[config.mk]
export PLATFORM = sky130hd
export DESIGN_NAME = uidbuf_mc_wsched
export DESIGN_NICKNAME = d
export VERILOG_FILES = /design/src/rtl/uidbuf_mc_wsched.sv
export SDC_FILE = /design/constraint.sdc
export NUM_CORES = 1
export LEC_CHECK = 0
export CAP_MARGIN = 20
export CORE_MARGIN = 2
export CORE_UTILIZATION = 24
export CTS_BUF_LIST = sky130_fd_sc_hd__clkbuf_2
export DETAILED_ROUTE_END_ITERATION = 10
export PLACE_DENSITY_LB_ADDON = 0.1
export SLEW_MARGIN = 0
export SYNTH_ARGS = -nofsm -noshare
export SYNTH_HDL_FRONTEND = slang
export SYNTH_SLANG_ARGS = --single-unit
export TNS_END_PERCENT = 1
[constraint.sdc]
create_clock -name ui_clk -period 3.4 [get_ports ui_clk]
set_clock_uncertainty 0.1 [all_clocks]
set_input_delay 0.51 -clock ui_clk [delete_from_list [all_inputs] [get_ports ui_clk]]
set_output_delay 0.51 -clock ui_clk [all_outputs]
set_load 0.03 [all_outputs]
[src/rtl/uidbuf_mc_wsched.sv]
// Multi-channel write-side frame-buffer scheduler: per-channel frame FSMs and a one-burst-at-a-time FDMA arbiter.
// Define UIDBUF_MC_PRIO_EN for fixed lowest-index-first priority instead of round-robin.
module uidbuf_mc_wsched #(
    parameter int                        CH_NUM         = 4,
    parameter int                        AXI_DATA_WIDTH = 128,
    parameter int                        AXI_ADDR_WIDTH = 32,
    parameter int                        BURST_LEN      = 256,
    parameter int                        FRAME_BURSTS   = 1620,
    parameter int                        DSIZEBITS      = 23,
    parameter int                        BUFSIZE        = 3,
    parameter logic [AXI_ADDR_WIDTH-1:0] BASEADDR       = '0,
    parameter int                        RST_CYCLES     = 60,
    parameter int                        IRQ_HOLD       = 60,
    localparam int                       GW             = (CH_NUM > 1) ? $clog2(CH_NUM) : 1
) (
    input  logic                      ui_clk,
    input  logic                      ui_rst,
    input  logic [CH_NUM-1:0]         ch_fs_i,
    input  logic [CH_NUM-1:0]         ch_req_i,
    output logic [CH_NUM-1:0]         ch_fifo_rst_o,
    output logic [CH_NUM-1:0]         ch_rd_o,
    output logic [8*CH_NUM-1:0]       ch_buf_o,
    output logic [CH_NUM-1:0]         ch_irq_o,
    output logic [CH_NUM-1:0]         ch_ovf_o,
    output logic [AXI_ADDR_WIDTH-1:0] fdma_waddr,
    output logic                      fdma_wareq,
    output logic [15:0]               fdma_wsize,
    input  logic                      fdma_wbusy,
    input  logic                      fdma_wvalid,
    output logic                      fdma_wready,
    output logic [GW-1:0]             grant_o
);
    localparam int BW     = (FRAME_BURSTS > 1) ? $clog2(FRAME_BURSTS) : 1;
    localparam int SETTLE = 40;
    localparam int TMAX   = (RST_CYCLES > SETTLE) ? RST_CYCLES : SETTLE;
    localparam int TW     = $clog2(TMAX + 1);
    localparam int IW     = $clog2(IRQ_HOLD + 1);
    localparam longint unsigned BURST_BYTES = longint'(BURST_LEN) * longint'(AXI_DATA_WIDTH) / 8;

    localparam logic [TW-1:0] FLUSH_LAST  = TW'(RST_CYCLES - 1);
    localparam logic [TW-1:0] SETTLE_LAST = TW'(SETTLE - 1);
    localparam logic [BW-1:0] LAST_BURST  = BW'(FRAME_BURSTS - 1);
    localparam logic [IW-1:0] IRQ_LOAD    = IW'(IRQ_HOLD);
    localparam logic [7:0]    BUF_LAST    = 8'(BUFSIZE - 1);

    localparam logic [1:0] ST_IDLE   = 2'd0;
    localparam logic [1:0] ST_FLUSH  = 2'd1;
    localparam logic [1:0] ST_WAIT   = 2'd2;
    localparam logic [1:0] ST_ACTIVE = 2'd3;

    localparam logic [1:0] ARB_IDLE = 2'd0;
    localparam logic [1:0] ARB_REQ  = 2'd1;
    localparam logic [1:0] ARB_BUSY = 2'd2;

    logic [1:0]    st_q   [CH_NUM];
    logic [1:0]    st_d   [CH_NUM];
    logic [TW-1:0] tmr_q  [CH_NUM];
    logic [TW-1:0] tmr_d  [CH_NUM];
    logic [BW-1:0] bcnt_q [CH_NUM];
    logic [BW-1:0] bcnt_d [CH_NUM];
    logic [7:0]    bufi_q [CH_NUM];
    logic [7:0]    bufi_d [CH_NUM];
    logic [IW-1:0] irq_q  [CH_NUM];
    logic [IW-1:0] irq_d  [CH_NUM];
    logic [CH_NUM-1:0] pend_q, pend_d, ovf_q, ovf_d;
    logic [CH_NUM-1:0] in_flight, done, eligible;

    logic [1:0]                arb_q, arb_d;
    logic [GW-1:0]             grant_q, grant_d, sel;
    logic [AXI_ADDR_WIDTH-1:0] addr_q, addr_d;
    logic                      sel_found;
`ifndef UIDBUF_MC_PRIO_EN
    logic [GW-1:0]             rr_q, rr_d;
`endif

    function automatic logic [AXI_ADDR_WIDTH-1:0] burst_addr(input logic [GW-1:0] ch,
                                                            input logic [7:0] b,
                                                            input logic [BW-1:0] n);
        logic [63:0] a;
        a = 64'(BASEADDR) + (64'(ch) << (DSIZEBITS + 3)) + (64'(b) << DSIZEBITS)
            + 64'(n) * 64'(BURST_BYTES);
        return a[AXI_ADDR_WIDTH-1:0];
    endfunction

    always_comb begin
        for (int unsigned c = 0; c < CH_NUM; c++) begin
            in_flight[c] = (arb_q != ARB_IDLE) && (grant_q == GW'(c));
            done[c]      = (arb_q == ARB_BUSY) && !fdma_wbusy && (grant_q == GW'(c));
            // A channel seeing fs this cycle is about to leave ACTIVE, so it must not be picked.
            eligible[c]  = (st_q[c] == ST_ACTIVE) && ch_req_i[c] && !ch_fs_i[c] && !pend_q[c];
        end
    end

    always_comb begin
        logic go_flush;
        for (int unsigned c = 0; c < CH_NUM; c++) begin
            go_flush  = 1'b0;
            st_d[c]   = st_q[c];
            tmr_d[c]  = tmr_q[c];
            bcnt_d[c] = bcnt_q[c];
            bufi_d[c] = bufi_q[c];
            pend_d[c] = pend_q[c];
            ovf_d[c]  = 1'b0;
            irq_d[c]  = (irq_q[c] != '0) ? irq_q[c] - IW'(1) : '0;
            case (st_q[c])
                ST_IDLE: begin
                    if (ch_fs_i[c] || pend_q[c]) go_flush = 1'b1;
                end
                ST_FLUSH: begin
                    if (ch_fs_i[c]) tmr_d[c] = '0;
                    else if (tmr_q[c] == FLUSH_LAST) begin
                        st_d[c]  = ST_WAIT;
                        tmr_d[c] = '0;
                    end else tmr_d[c] = tmr_q[c] + TW'(1);
                end
                ST_WAIT: begin
                    // Restarting the flush keeps the buffer already chosen for this frame.
                    if (ch_fs_i[c]) begin
                        st_d[c]  = ST_FLUSH;
                        tmr_d[c] = '0;
                    end else if (irq_q[c] != '0) tmr_d[c] = '0;
                    else if (tmr_q[c] == SETTLE_LAST) st_d[c] = ST_ACTIVE;
                    else tmr_d[c] = tmr_q[c] + TW'(1);
                end
                default: begin
                    if (done[c]) begin
                        if (bcnt_q[c] == LAST_BURST) begin
                            st_d[c]   = ST_IDLE;
                            bcnt_d[c] = '0;
                            irq_d[c]  = IRQ_LOAD;
                            pend_d[c] = pend_q[c] | ch_fs_i[c];
                        end else if (ch_fs_i[c] || pend_q[c]) begin
                            ovf_d[c]  = 1'b1;
                            bcnt_d[c] = '0;
                            go_flush  = 1'b1;
                        end else bcnt_d[c] = bcnt_q[c] + BW'(1);
                    end else if (in_flight[c]) begin
                        if (ch_fs_i[c]) pend_d[c] = 1'b1;
                    end else if (ch_fs_i[c]) begin
                        ovf_d[c]  = 1'b1;
                        bcnt_d[c] = '0;
                        go_flush  = 1'b1;
                    end
                end
            endcase
            if (go_flush) begin
                st_d[c]   = ST_FLUSH;
                tmr_d[c]  = '0;
                pend_d[c] = 1'b0;
                bufi_d[c] = (bufi_q[c] == BUF_LAST) ? 8'd0 : bufi_q[c] + 8'd1;
            end
        end
    end

    always_comb begin
        int unsigned idx;
        sel_found = 1'b0;
        sel       = '0;
        for (int unsigned i = 0; i < CH_NUM; i++) begin
`ifdef UIDBUF_MC_PRIO_EN
            idx = i;
`else
            idx = int'(rr_q) + i;
            if (idx >= CH_NUM) idx = idx - CH_NUM;
`endif
            if (!sel_found && eligible[idx]) begin
                sel_found = 1'b1;
                sel       = GW'(idx);
            end
        end
    end

    always_comb begin
        arb_d   = arb_q;
        grant_d = grant_q;
        addr_d  = addr_q;
`ifndef UIDBUF_MC_PRIO_EN
        rr_d    = rr_q;
`endif
        case (arb_q)
            ARB_IDLE: begin
                if (sel_found) begin
                    arb_d   = ARB_REQ;
                    grant_d = sel;
                    addr_d  = burst_addr(sel, bufi_q[sel], bcnt_q[sel]);
`ifndef UIDBUF_MC_PRIO_EN
                    rr_d    = (sel == GW'(CH_NUM - 1)) ? '0 : sel + GW'(1);
`endif
                end
            end
            ARB_REQ:  if (fdma_wbusy) arb_d = ARB_BUSY;
            ARB_BUSY: if (!fdma_wbusy) arb_d = ARB_IDLE;
            default:  arb_d = ARB_IDLE;
        endcase
    end

    always_ff @(posedge ui_clk) begin
        if (ui_rst) begin
            for (int unsigned c = 0; c < CH_NUM; c++) begin
                st_q[c]   <= ST_IDLE;
                tmr_q[c]  <= '0;
                bcnt_q[c] <= '0;
                bufi_q[c] <= '0;
                irq_q[c]  <= '0;
            end
            pend_q  <= '0;
            ovf_q   <= '0;
            arb_q   <= ARB_IDLE;
            grant_q <= '0;
            addr_q  <= '0;
`ifndef UIDBUF_MC_PRIO_EN
            rr_q    <= '0;
`endif
        end else begin
            for (int unsigned c = 0; c < CH_NUM; c++) begin
                st_q[c]   <= st_d[c];
                tmr_q[c]  <= tmr_d[c];
                bcnt_q[c] <= bcnt_d[c];
                bufi_q[c] <= bufi_d[c];
                irq_q[c]  <= irq_d[c];
            end
            pend_q  <= pend_d;
            ovf_q   <= ovf_d;
            arb_q   <= arb_d;
            grant_q <= grant_d;
            addr_q  <= addr_d;
`ifndef UIDBUF_MC_PRIO_EN
            rr_q    <= rr_d;
`endif
        end
    end

    always_comb begin
        for (int unsigned c = 0; c < CH_NUM; c++) begin
            ch_fifo_rst_o[c]  = (st_q[c] == ST_FLUSH);
            ch_irq_o[c]       = (irq_q[c] != '0);
            ch_buf_o[8*c +: 8] = bufi_q[c];
            // Gated by arbiter activity so a stray wvalid cannot drain a FIFO with no burst owned.
            ch_rd_o[c]        = fdma_wvalid && (arb_q != ARB_IDLE) && (grant_q == GW'(c));
        end
    end

    assign ch_ovf_o    = ovf_q;
    assign fdma_wareq  = (arb_q == ARB_REQ) && !fdma_wbusy;
    assign fdma_waddr  = addr_q;
    assign fdma_wsize  = 16'(BURST_LEN);
    assign fdma_wready = 1'b1;
    assign grant_o     = grant_q;

endmodule

---- Yosys cells after proc, flatten, opt, wreduce, memory -nomap -nowiden ----
Memory sizes are Yosys's and may differ from the RTL's.
Index checks and enable logic that the tools add are counted.
operators by class
  $add $sub $neg .......................... 26
  multiply operators ...................... 0
  div/mod/pow operators ................... 0
  $lt $le $gt $ge ......................... 8
  equality and inequality tests ........... 41
  shift-type cells ........................ 0
  muxes and demuxes ....................... 200
  bitwise logic cells ..................... 28
  reduce and logical (&&, ||, !) cells .... 87
operator list
  operator                 number
  $mux W11                 28
  $mux W6                  48
  $lt A32 B3 Y1 const B    4
  $mux W32                 4
  $mux W8                  12
  $mux W2                  44
  $eq A6 B6 Y1 const B     8
  $pmux W6 S2              4
  $mux W1                  47
  $add A11 B1 Y11 const B  4
  $eq A11 B11 Y1 const B   4
  $add A28 B31 Y32         1
  $add A32 B23 Y32         1
  $add A8 B1 Y8 const B    4
  $eq A8 B2 Y1 const B     4
  $logic_and A1 B1 Y1      30
  $pmux W2 S3              5
  $add A6 B1 Y6 const B    4
  $eq A2 B2 Y1 const B     12
  $or A1 B1 Y1             24
  $reduce_bool A6 Y1       4
  $sub A6 B1 Y6 const B    4
  $reduce_bool A2 Y1       9
  $reduce_and A4 Y1        4
  other kinds (21)         77
storage, ports and cells
  register bits ........................... 46
  latch bits .............................. 0
  RAM bits ................................ 132
  memory bits (read-only) ................. 0
  input port bits ......................... 12
  output and inout bits ................... 100
  word-level logic and storage cells ...... 407
  memories kept ........................... 5
memory list
  memory  words  width  rd ports  clocked after memory_dff  wr ports  line  source
  bcnt_q  4      11     5         0                         4         59    logic [BW-1:0] bcnt_q [CH_NUM];
  bufi_q  4      8      5         0                         4         61    logic [7:0] bufi_q [CH_NUM];
  irq_q   4      6      4         0                         4         63    logic [IW-1:0] irq_q [CH_NUM];
  tmr_q   4      6      4         0                         4         57    logic [TW-1:0] tmr_q [CH_NUM];
  st_q    4      2      4         0                         4         55    logic [1:0] st_q [CH_NUM];

---- Longest topological paths before layout ----
An unclocked memory read counts as a cell.
  depth after elaboration ................. 20
  mapped depth ............................ 17
  depth with buffers taken out ............ 14

---- Worst setup path after synthesis ----
No wires, ideal clock.
  path type ............................... input to register
  start ................................... input port ch_fs_i[2]
  end ..................................... register addr_q[30], in the netlist fdma_waddr[30]
  setup time .............................. 0.120 ns
  arrival time ............................ 3.158 ns
  data required time ...................... 3.180 ns
  slack ................................... 0.022 ns
  stages on the path ...................... 15
  buffers on the path ..................... 3
  cell sequence ........................... buf_6 > nand4bb_4 > a211o_1 > a21o_1 > buf_6 > inv_2 > clkbuf_1 > nand2_1 > a31oi_1 > ha_1 > fa_1 > nand2_1 > o22ai_2 > and3b_1 > a211o_1
on the way
  longest elaborated chain between the ends .. 18
  elaborated cells on any way between the ends .. 30
  classes of those cells .................. 2 x add/sub; 16 x mux; 10 x reduce/logical; 2 x memory
RTL lines
  element                              line  source
  from (decl)                          18    input logic [CH_NUM-1:0] ch_fs_i,
  $logic_not A1 Y1 *                   90    eligible[c] = (st_q[c] == ST_ACTIVE) && ch_req_i[c] && !ch_fs_i[c] && !pend_q[c];
  $logic_and A1 B1 Y1 * (2 in series)  90
  $bmux W1 S2                          166   if (!sel_found && eligible[idx]) begin
  $mux W1 (not written as such)        166
  $mux W1                              166
  $logic_not A1 Y1                     166
  $logic_and A1 B1 Y1                  166
  $mux W1                              166
  [... 2 more ...]                     -
  $mux W1                              166
  $logic_not A1 Y1                     166
  $logic_and A1 B1 Y1                  166
  $mux W2 *                            166
  via sel[1]                           69    logic [GW-1:0] grant_q, grant_d, sel;
  $mem_v2 Z4 W8                        -
  $add A28 B31 Y32                     80    a = 64'(BASEADDR) + (64'(ch) << (DSIZEBITS + 3)) + (64'(b) << DSIZEBITS)
  $add A32 B23 Y32 *                   81    + 64'(n) * 64'(BURST_BYTES);
  to (signal assigned)                 226   addr_q <= addr_d;
  to (decl)                            70    logic [AXI_ADDR_WIDTH-1:0] addr_q, addr_d;
Mark *: on every way through the listed nets, which the timed path passes. The rest lies on a longest branch. The select of a mux whose other input is x is not followed.
A chain may end at the register's enable or synchronous reset.

==> results_dict.tcl <==
set metrics [dict create \
    status "completed" \
    grt_max_degree 64 \
    clk_path_buf_depth 2 \
    first_pass_iters 5 \
    p_leak_nw 4.00 \
    slowest_stage "dfxtp_2" \
    seq_area_frac_synth_pct 35.7 \
    synth_warnings 0 \
    placed_area_mm2 0.0109 \
    hold_start "irq_q[2][0]$_SDFF_PP0_" \
    synth_most_common_cell "nand2_1" \
    antenna_found_initial 1 \
    synthTopCellsByArea "dfxtp_1 36%, nand2_1 6.9%, nor2_1 5.7%" \
    critical_path_buf_inv_count 2 \
    fp-row-count 72 \
    fin_tns_setup_ns 0 \
    post_cts_buffers 0 \
    slew_viol_final 0 \
    grt_pass1_vias 8136 \
    ant_nets 0 \
    fin_crit_sh_pct 96.3 \
    p_per_area_mw_per_mm2 393 \
    finalInstanceArea_mm2 0.0112 \
    critPathCaptureType "flop" \
    syn_area_mm2 0.00930 \
    clock.fmax_ghz 0.305 \
    timing.reg2reg.setup_slack_ns 0.12 \
    synth_cell_type_count 78 \
    cp-start-kind "flop" \
    reg2reg_to "fdma_waddr[30]$_SDFFE_PP0P_" \
    grt_pass1_wl_mm 46.8 \
    initial_core_util_pct 24.2 \
    vdd_drop_max_mv 0.228 \
    slowest_delay_ns 0.38 \
    syn_inst 1181 \
    cp_top_family "compound AO/OA/AOI/OAI gates" \
    path_class "flop to flop" \
    synth_seq_cells 166 \
    synthFlopType "dfxtp_1" \
    setup_slack_ns 0.125 \
    rsz0062_at_grt "yes" \
    hold_end "irq_q[2][0]$_SDFF_PP0_" \
    clock-sinks 166 \
    holdPathStages 1 \
    setup_viol 0 \
    synth_top_area_share_pct 35.7 \
    numCtsBuffers 17 \
    num_io_pins 112 \
    synth_largest_area_cell "dfxtp_1" \
    nets 1352 \
    hp-class "flop to flop" \
    cts_tree "yes" \
    tightest_slew_ns 0.830 \
    crit_chain "ha_1 > nor4bb_2 > buf_4 > a211o_1 > a21o_2 > inv_4 > nand2_1 > and3_1 > a31oi_2 > ha_2 > fa_1 > nand2_1 > o22ai_2 > and3b_1 > a211o_1" \
    die-height_um 201 \
    worstSkewPairLatency_ns 0.80 \
    worstPathRequired_ns 3.99 \
    grt_overflow_total 0 \
    via_per_inst 4.62 \
    drive_gt1_share_pct 9.91 \
    relSlewSlack_pct 44.3 \
    hold-worst-slack_ns 0.360 \
    grt.total_usage_pct 14.8 \
    drc 0 \
    synthToLayoutAreaGrowth_pct 20.5 \
    hold_violations 0 \
    fin_util_pct 29.1 \
    dpl.hpwl_mm 22.3 \
    dp_worst_setup_slack_ns -0.324 \
    die_x_um 201 \
    coreArea_mm2 0.0385 \
    totalWireLength_mm 29.5 \
    place_congestion 0.786 \
    timing.rr.start "st_q[0][0]$_SDFFE_PP0P_" \
    clockRootBuffer "clkbuf_2" \
    num_vias 8455 \
    r2r_cells 15 \
    drt_iter0_markers 397 \
    period_needed_ns 3.28 \
    crit_fanout 7 \
    netlist_top_cells_count "170 x nand2_1, 166 x dfxtp_1, 141 x nor2_1, 80 x a21oi_1, 68 x nand3_1" \
    io_buffers 82 \
    async_flop_share_pct 0 \
    drv_cap 0 \
    ctsHtreeMaxLevel 4 \
    synth_edf_count 0 \
    clk_pin_slew_ns 0.25 \
    syn_avg_cell_area_um2 7.87 \
    wire_per_inst_um 16.1 \
    die_area_mm2 0.0403 \
    worstPathArrival_ns 3.86 \
]
routing by layer:
metal | GRT usage [%] | part of all wire (%) | wire length, um | vias up
li1 | - | - | - | 4311
met2 | 23.8 | 46 | 13600 | 116
met3 | 2.69 | 2.7 | 793 | 11
met5 | 0 | 0 | 0 | -
met4 | 3.36 | 0.85 | 251 | 0
met1 | 20.6 | 50 | 14800 | 4017
layout make-up:
class                           count  area, um^2
Fill cell                        4153       27300
Multi-Input combinational cell    931        5570
Sequential cell                   166        3320
Timing Repair Buffer              139        1270
Tap cell                          518         648
Inverter                           44         168
Clock inverter                     15         139
Clock buffer                       17        85.1
Antenna cell                        1        2.50
worst register-to-register path: stages (launching register included):
cell      delay [ns]
dfxtp_2         0.38
ha_1            0.23
nor4bb_2        0.19
buf_4           0.14
a211o_1         0.29
a21o_2          0.26
inv_4           0.11
nand2_1         0.05
and3_1          0.18
a31oi_2         0.16
ha_2            0.21
fa_1            0.21
nand2_1         0.07
o22ai_2         0.15
and3b_1         0.19
a211o_1         0.25
flip-flops by register name, summed over array words and instances, names as in the netlist:
| name | count |
|---|---|
| bcnt_q | 44 |
| bufi_q | 32 |
| irq_q | 24 |
| tmr_q | 24 |
| fdma_waddr | 20 |
| st_q | 8 |
| ch_ovf_o | 4 |
| pend_q | 4 |
| arb_q | 2 |
| grant_o | 2 |
| rr_q | 2 |
kinds of logic (layout without fill, tap and decap cells):
kind of cell	Yosys count	count (layout)	synth area share (%)
AOI/OAI and AO/OA	223	223	14.9
and+or+nand+nor	563	563	30.3
adders and majority gates	41	41	5.60
buffers and inverters	111	215	6.11
muxes	12	12	1.40
DFF	166	166	35.7
other	2	30	0.0808
xor gates and xnor gates	63	63	5.94
per-stage QoR:
stage	instances	power [mW]
after CTS	1830	4.50
after global placement	1797	3.37
final	1831	4.40
after global routing	1831	4.71
after floorplan	1208	3.02
after detailed placement	1797	3.37
report_power, final:
part | internal, mW | leakage (nW) | total [mW] | switching, mW
registers | 2.08 | 1.34 | 2.19 | 0.105
clock network | 0.325 | 0.130 | 1.09 | 0.763
logic | 0.433 | 2.53 | 1.13 | 0.694
total | 2.84 | 4.00 | 4.40 | 1.56
what timing repair did:
| action | 4_1_cts | 5_1_grt |
|---|---|---|
| hold buffers | 1 | 0 |
| endpoints found under the hold margin | 3 | 0 |
| resized for setup | 5 | 12 |
| setup endpoints to repair | 5 | 5 |
cells in the final DEF (no fill, tap or decap), drive strengths merged, types with 7 or more instances in the layout:
master / netlist / routed
nand4: 23 / 23
conb: 2 / 29
o31ai: 8 / 8
nor2: 141 / 141
nor3: 28 / 28
dfxtp: 166 / 166
buf: 46 / 57
o211ai: 10 / 10
or3: 12 / 12
a31oi: 12 / 12
xnor2: 27 / 27
and2: 7 / 7
nand2: 170 / 170
mux2i: 7 / 7
nand2b: 18 / 18
nor2b: 15 / 15
a211oi: 7 / 7
nand3b: 7 / 7
clkdlybuf4s50: 0 / 75
clkbuf: 21 / 17
ha: 40 / 40
o21ai: 60 / 60
a21oi: 80 / 80
nor4b: 7 / 7
inv: 44 / 44
xor2: 36 / 36
and4: 8 / 8
and3: 17 / 17
nand3: 68 / 68
clkinv: 0 / 10
worst max-delay path by stage:
stage / startpoint / to / depth (start not counted)
detailed placement: ch_fs_i[1] / fdma_waddr[31]$_SDFFE_PP0P_ / 14
CTS: irq_q[2][0]$_SDFF_PP0_ / ch_irq_o[2] / 5
floorplan: ch_fs_i[2] / fdma_waddr[30]$_SDFFE_PP0P_ / 15
global placement: ch_fs_i[1] / fdma_waddr[30]$_SDFFE_PP0P_ / 14
global route: st_q[0][0]$_SDFFE_PP0P_ / fdma_waddr[30]$_SDFFE_PP0P_ / 15
finish: st_q[0][0]$_SDFFE_PP0P_ / fdma_waddr[30]$_SDFFE_PP0P_ / 15
No activity file was read; power rests on OpenSTA's default activity.
